==> config.mk <==
export PLATFORM = sky130hd
export DESIGN_NAME = rr_stream_mux_flat
export DESIGN_NICKNAME = d
export VERILOG_FILES = /design/src/rtl/rr_stream_mux_if.sv /design/src/rtl/rr_stream_mux.sv /design/src/flat_wrapper.sv
export SDC_FILE = /design/constraint.sdc
export NUM_CORES = 1
export LEC_CHECK = 0
export ABC_CLOCK_PERIOD_IN_PS = 16100
export CELL_PAD_IN_SITES_DETAIL_PLACEMENT = 0
export CELL_PAD_IN_SITES_GLOBAL_PLACEMENT = 1
export CORE_MARGIN = 10
export CORE_UTILIZATION = 39
export CTS_CLUSTER_SIZE = 30
export DETAILED_ROUTE_END_ITERATION = 16
export PLACE_DENSITY = 0.94
export RECOVER_POWER = 100
export SYNTH_ARGS = -nofsm -noshare
export SYNTH_HDL_FRONTEND = slang
export SYNTH_SLANG_ARGS = --single-unit
==> constraint.sdc <==
create_clock -name clk -period 16.1 [get_ports clk]
set_input_delay 3.22 -clock clk [delete_from_list [all_inputs] [get_ports clk]]
set_output_delay 3.22 -clock clk [all_outputs]
set_load 0.02 [all_outputs]
==> src/rtl/rr_stream_mux_if.sv <==
// rr_stream_mux_if: N producer streams in, one registered stream out, valid/ready on every channel
interface rr_stream_mux_if #(
    parameter int WIDTH  = 4,
    parameter int NUM_CH = 16
);
    localparam int SEL_W = $clog2(NUM_CH);
    logic [NUM_CH*WIDTH-1:0] in_data;
    logic [NUM_CH-1:0]       in_valid;
    logic [NUM_CH-1:0]       in_ready;
    logic [WIDTH-1:0]        out_data;
    logic [SEL_W-1:0]        out_sel;
    logic                    out_valid;
    logic                    out_ready;
    modport slave (
        input  in_data, in_valid, out_ready,
        output in_ready, out_data, out_sel, out_valid
    );
    modport master (
        output in_data, in_valid, out_ready,
        input  in_ready, out_data, out_sel, out_valid
    );
endinterface

==> src/rtl/rr_stream_mux.sv <==
// rr_stream_mux: registered N:1 stream mux with round-robin or fixed-priority arbitration
module rr_stream_mux #(
    parameter int WIDTH  = 4,
    parameter int NUM_CH = 16,
    parameter int MODE   = 0
) (
    input logic            clk,
    input logic            rst,
    rr_stream_mux_if.slave s
);
    localparam int SEL_W = $clog2(NUM_CH);
    logic [WIDTH-1:0] ch [NUM_CH];
    logic [SEL_W-1:0] ptr_q, ptr_d, out_sel_q, out_sel_d, gnt_i, idx;
    logic [SEL_W:0]   sum;
    logic [WIDTH-1:0] out_data_q, out_data_d;
    logic             out_valid_q, out_valid_d, gnt_v, ld, xfer;
    // Walk the search order backwards so the first valid channel in order wins
    always_comb begin
        gnt_v = 1'b0;
        gnt_i = '0;
        sum   = '0;
        idx   = '0;
        for (int k = NUM_CH - 1; k >= 0; k--) begin
            ch[k] = s.in_data[k*WIDTH +: WIDTH];
            sum   = {1'b0, ptr_q} + (SEL_W+1)'(k);
            idx   = MODE != 0 ? SEL_W'(k)
                  : sum >= (SEL_W+1)'(NUM_CH) ? SEL_W'(sum - (SEL_W+1)'(NUM_CH)) : SEL_W'(sum);
            if (s.in_valid[idx]) begin
                gnt_v = 1'b1;
                gnt_i = idx;
            end
        end
    end
    always_comb begin
        ld          = !out_valid_q || s.out_ready;
        xfer        = !rst && ld && gnt_v;
        s.in_ready  = xfer ? NUM_CH'(1) << gnt_i : '0;
        out_data_d  = xfer ? ch[gnt_i] : out_data_q;
        out_sel_d   = xfer ? gnt_i : out_sel_q;
        out_valid_d = xfer ? 1'b1 : s.out_ready ? 1'b0 : out_valid_q;
        ptr_d       = !(xfer && MODE == 0) ? ptr_q
                    : gnt_i == SEL_W'(NUM_CH - 1) ? '0 : gnt_i + 1'b1;
    end
    always_ff @(posedge clk) begin
        if (rst) begin
            ptr_q       <= '0;
            out_sel_q   <= '0;
            out_data_q  <= '0;
            out_valid_q <= 1'b0;
        end else begin
            ptr_q       <= ptr_d;
            out_sel_q   <= out_sel_d;
            out_data_q  <= out_data_d;
            out_valid_q <= out_valid_d;
        end
    end
    assign s.out_data  = out_data_q;
    assign s.out_sel   = out_sel_q;
    assign s.out_valid = out_valid_q;
endmodule

==> src/flat_wrapper.sv <==
// flat-port wrapper written by rule: the top's interface ports become plain ports
module rr_stream_mux_flat 
#(
    parameter int WIDTH  = 4,
    parameter int NUM_CH = 16,
    parameter int MODE   = 0
)
  (clk, rst, s_in_data, s_in_valid, s_out_ready, s_in_ready, s_out_data, s_out_sel, s_out_valid);
  rr_stream_mux_if #(.WIDTH(WIDTH), .NUM_CH(NUM_CH)) s_i ();
  input logic clk;
  input logic rst;
  input wire logic [$bits(s_i.in_data)-1:0] s_in_data;
  input wire logic [$bits(s_i.in_valid)-1:0] s_in_valid;
  input wire logic [$bits(s_i.out_ready)-1:0] s_out_ready;
  output wire logic [$bits(s_i.in_ready)-1:0] s_in_ready;
  output wire logic [$bits(s_i.out_data)-1:0] s_out_data;
  output wire logic [$bits(s_i.out_sel)-1:0] s_out_sel;
  output wire logic [$bits(s_i.out_valid)-1:0] s_out_valid;
  assign s_i.in_data = s_in_data;
  assign s_i.in_valid = s_in_valid;
  assign s_i.out_ready = s_out_ready;
  assign s_in_ready = s_i.in_ready;
  assign s_out_data = s_i.out_data;
  assign s_out_sel = s_i.out_sel;
  assign s_out_valid = s_i.out_valid;
  rr_stream_mux #(.WIDTH(WIDTH), .NUM_CH(NUM_CH), .MODE(MODE)) u_core (.clk(clk), .rst(rst), .s(s_i));
endmodule
* Word level (Yosys, flattened, before mapping)
Index checks and enable logic that the tools add are counted.
Word-level totals: output and inout bits 25, input port bits 83, word-level logic and storage cells 165, register bits after elaboration 13
Cells by class: bitwise gates (word level) 1, reductions and logical operators 6, magnitude comparators 33, add/subtract/negate cells 32, eq/ne operators 1, mux-type cells 87, shift-type cells 1
Operators by type and width (count):
- $mux 4 | 35
- $ge 5x5->1 const B | 16
- $lt 4x5->1 const B | 16
- $bmux 1 s4 | 16
- $sub 4x1->4 const B | 16
- $add 4x4->5 const B | 8
- $mux 1 | 34
- $add 4x3->5 const B | 4
- $bmux 4 s4 | 1
- $mux 16 | 1
- $shl 1x4->16 const A | 1
- $add 4x2->5 const B | 2
- $add 4x1->5 const B | 1
- $ge 4x5->1 const B | 1
- $not 4->5 | 1
- $add 4x1->4 const B | 1
- $eq 4x4->1 const B | 1
- $logic_and 1x1->1 | 2
- $logic_not 1->1 | 2
- $reduce_bool 2->1 | 1
- $logic_or 1x1->1 | 1

* Longest topological paths before layout
depth after elaboration 25, mapped depth 20, gate-level depth less buffers 15

* Worst setup path after synthesis
OpenSTA, ideal clock, no wires.
kind input -> output, from input s_in_valid[9], to output s_in_ready[15], buffers on the path 1, path slack 6.584 ns, required time 12.880 ns, data arrival time 6.296 ns, cell stages on the path 13, cells stage by stage mux4_2 mux2_2 mux2i_4 nand2_1 o221a_1 o31ai_1 nand4_1 a31oi_1 buf_2 ha_1 ha_1 inv_1 nor3_1
On the way: cells in the longest elaborated chain, start to end 20, elaborated cells between the ends (all ways) 67, those cells by class shift: 1; mux: 65; reduce/logical: 1
RTL lines:
- start, declared | RTL line flat_wrapper.sv:13 | input wire logic [$bits(s_i.in_valid)-1:0] s_in_valid;
- $bmux 1 s4 | RTL line rr_stream_mux.sv:28 | if (s.in_valid[idx]) begin
- $mux 1 (not written as such) | RTL line rr_stream_mux.sv:28
- $mux 4 or $mux 1 (tied branches) (16 in series) | RTL line rr_stream_mux.sv:28
- $shl 1x4->16 or $logic_and 1x1->1 (tied branches) | RTL line rr_stream_mux.sv:37, rr_stream_mux.sv:36
- $mux 16 * | RTL line rr_stream_mux.sv:37 | s.in_ready = xfer ? NUM_CH'(1) << gnt_i : '0;
- end, declared | RTL line flat_wrapper.sv:15 | output wire logic [$bits(s_i.in_ready)-1:0] s_in_ready;
Mark *: on every way between the ends. The rest lies on a longest branch, timed or not. The select of a mux whose other input is x is not followed.

* Final worst setup path
from input s_in_valid[14], to output s_in_ready[3]
Same word-level chain as after synthesis.

==> qor.yml <==
grt_max_degree: 40
skew_ps: 2.34
seq_area_frac_synth_pct: 7.25
viasPerCell: 6.37
syn_nets: 515
sequentialPowerShare_pct: 5.3
wl_per_cell_um: 21.8
numCtsBuffers: 3
setup_viol: 0
slew_violations: 32
clock_path_buffers: 2
fin_crit_ps: 12990
fin_area_um2: 4710
holdWs_ps: 454
yosysWarnings: 0
p_int_mw: 0.467
rows: 34
arrival_ps: 9770
top_usage_layer: "met2"
pwr_density_cell_nw_per_um2: 224
place_congestion: 0.976
antenna_found_initial: 0
worstPathRequired_ps: 12880
rsz0062_at_grt: "no"
placed_area_um2: 4680
hold_viol_final: 0
met3_usage_pct: 2.33
cts_hold_buf: 0
path_class: "in2out"
worst_pin_slew_ps: 2900
n_antenna_cell: 0
crit_slowest_cell: "nor2_1"
drtAntennaViolNets: 0
vias: 3967
first_pass_iters: 5
async_reset_ff_share_pct: 0
final_nets: 608
tns_ps: 0
grt_pass1_vias: 3869
crit_fanout: 31
gr-total-overflow: 0
rrSetupSlack_ps: 8560
maxCapViolCount: 1
synth_area_um2: 3590
syn_to_final_growth_pct: 31.2
combinationalPowerShare_pct: 91.9
startpoint_type: "primary input"
final_util_pct: 53.2
synth-edff-count: 0
yosysUniqueCellTypes: 71
ys.flop_type: "dfxtp_1"
met1_usage_pct: 23.8
die_width_um: 116
cts-resized-gates: 0
period_share_pct: 80.7
crit_buf_inv: 3
drt-total-wl_mm: 13.6
io_buffers: 107
synthCells: 423
ys_ff_latch: 13
cp_top_family: "simple AND/OR/NAND/NOR gates"
postSynthAreaPerCell_um2: 8.48
core_area_um2: 8850
swShare_pct: 55.8
dieArea_um2: 13400
layout-drive-gt1-share_pct: 12.0
cts-root-buf: "clkbuf_8"
max_stage_delay_ps: 2130
ios: 108
grtUsageMet2_pct: 34.4
start_util_pct: 40.6
status: "finished with violations"
maxSlewHeadroom_pct: -93.7
violations: "max-capacitance violations, max-slew violations"
dp_hpwl_mm: 11.1
fill_cells: 847
grt_pass1_wl_mm: 20.9
power.switching_mw: 0.589
cts_setup_buffers: 0
p_leak_nw: 1.81
hold_class: "reg2reg"
p_clk_share_pct: 2.7
cts.sinks: 13
cts.clk_slew.worst_paths_ps: 50
die_y_um: 116
htreeDepth: 1
worstPathCellList: "dlygate4sd3_1, mux4_1, mux2i_1, mux2i_1, nand2b_1, o311ai_0, a41oi_1, nor2_1, inv_1, nand2_1, nor2_1, dlygate4sd3_1"
vdd_drop_max_v: 0.0000912
max_clock_freq_mhz: 77.0
critPathCaptureType: "output pin"
drtIter0Drc: 371
cts_tree: "built"
drc: 0
insertion_delay_ps: 240
gr-usage-all-layers_pct: 19.2
-- sequential cells by signal (all words and copies together) (netlist names) --
register,flops
u_core.ptr_q,4
u_core.s.out_data,4
u_core.s.out_sel,4
u_core.s.out_valid,1
-- Yosys cell counts (all sizes together), types with 3 or more instances --
cell / instances / area [um2]
mux2i: 64 / 698
o31ai: 3 / 22.5
o2111ai: 3 / 32.5
xnor2: 11 / 119
nor3: 10 / 50.1
or3: 3 / 18.8
o21ai: 21 / 105
a221o: 3 / 30.0
nor2b: 5 / 31.3
o311ai: 3 / 26.3
a31oi: 6 / 37.5
a21o: 4 / 30.0
a211oi: 6 / 45.0
mux4: 20 / 458
nand2b: 5 / 31.3
buf: 17 / 130
nand4: 3 / 18.8
a221oi: 5 / 43.8
a41oi: 3 / 26.3
o22ai: 4 / 25.0
clkbuf: 6 / 22.5
a22oi: 6 / 45.0
ha: 9 / 113
a21oi: 16 / 83.8
or2: 3 / 18.8
nand2: 28 / 105
a21boi: 3 / 22.5
inv: 12 / 45.0
o211ai: 8 / 60.1
xor2: 3 / 26.3
nor2: 47 / 179
nand3: 13 / 70.1
mux2: 28 / 330
and2: 5 / 31.3
a2111oi: 3 / 27.5
dfxtp: 13 / 260
-- layer usage --
layer / routed length, um / vias to the layer above
li1: - / 1839
met2: 7170 / 173
met4: 310 / 0
met3: 898 / 30
met1: 5240 / 1925
met5: 0 / -
-- cells by family (layout without fill, tap and decap cells) --
kind of cell               after synthesis  count (layout)  share of synthesized area [%]
and+or+nand+nor                        131             131                           17.4
muxes                                  112             112                           41.4
AOI/OAI and AO/OA                      107             107                           21.1
buffers and inverters                   37             129                           5.72
xor gates and xnor gates                14              14                           4.04
DFF                                     13              13                           7.25
adders and majority gates                9               9                           3.14
-- final timing paths --
check,from,end,cells past startpoint
setup / recovery,s_in_valid[14],s_in_ready[3],12
hold / removal,u_core.s.out_sel[1],u_core.s.out_sel[1],1
setup reg to reg,u_core.ptr_q[1],u_core.s.out_data[1],14
hold reg to reg,u_core.s.out_sel[1],u_core.s.out_sel[1],1
-- power groups by stage --
| stage | combinational (mW) | sequential (mW) | clock (mW) |
|---|---|---|---|
| CTS | 0.967 | 0.0564 | 0.0298 |
| global placement | 0.952 | 0.0564 | 0 |
| global route | 1.05 | 0.0577 | 0.0314 |
| finish | 0.971 | 0.0562 | 0.0290 |
| floorplan | 0.742 | 0.0596 | 0 |
| detailed placement | 0.962 | 0.0570 | 0 |
-- area by class of cell --
type / instances / area, um2 / area share, %
well taps: 108 / 135 / 2.87
inverters: 14 / 52.6 / 1.12
repair buffers: 111 / 1100 / 23.3
flip-flops and latches: 13 / 260 / 5.53
clock buffers: 4 / 45.0 / 0.957
multi-input cells: 373 / 3120 / 66.2
-- cells in the final DEF, fill, tap and decap left out, types with 6 or more instances in the layout --
cell and n:
mux2_2 19, o21ai_0 17, ha_1 9, nand2_1 28, inv_1 9, o211ai_1 8, nor2_1 47, mux4_2 18
clkdlybuf4s50_1 80, mux2_1 6, a31oi_1 6, a21oi_1 15, nand3_1 12, mux2i_1 58, a22oi_1 6, dfxtp_1 13
nor3_1 10, dlygate4sd3_1 27, a211oi_1 6, xnor2_1 8
-- through the flow --
stage	setup WS (ps)	power, mW	instances
floorplan	6580	0.802	423
global placement	5330	1.01	619
detailed placement	5190	1.02	619
CTS	5190	1.05	623
global route	2780	1.14	623
finish	3110	1.06	623
(Power assumes the default switching activity.)
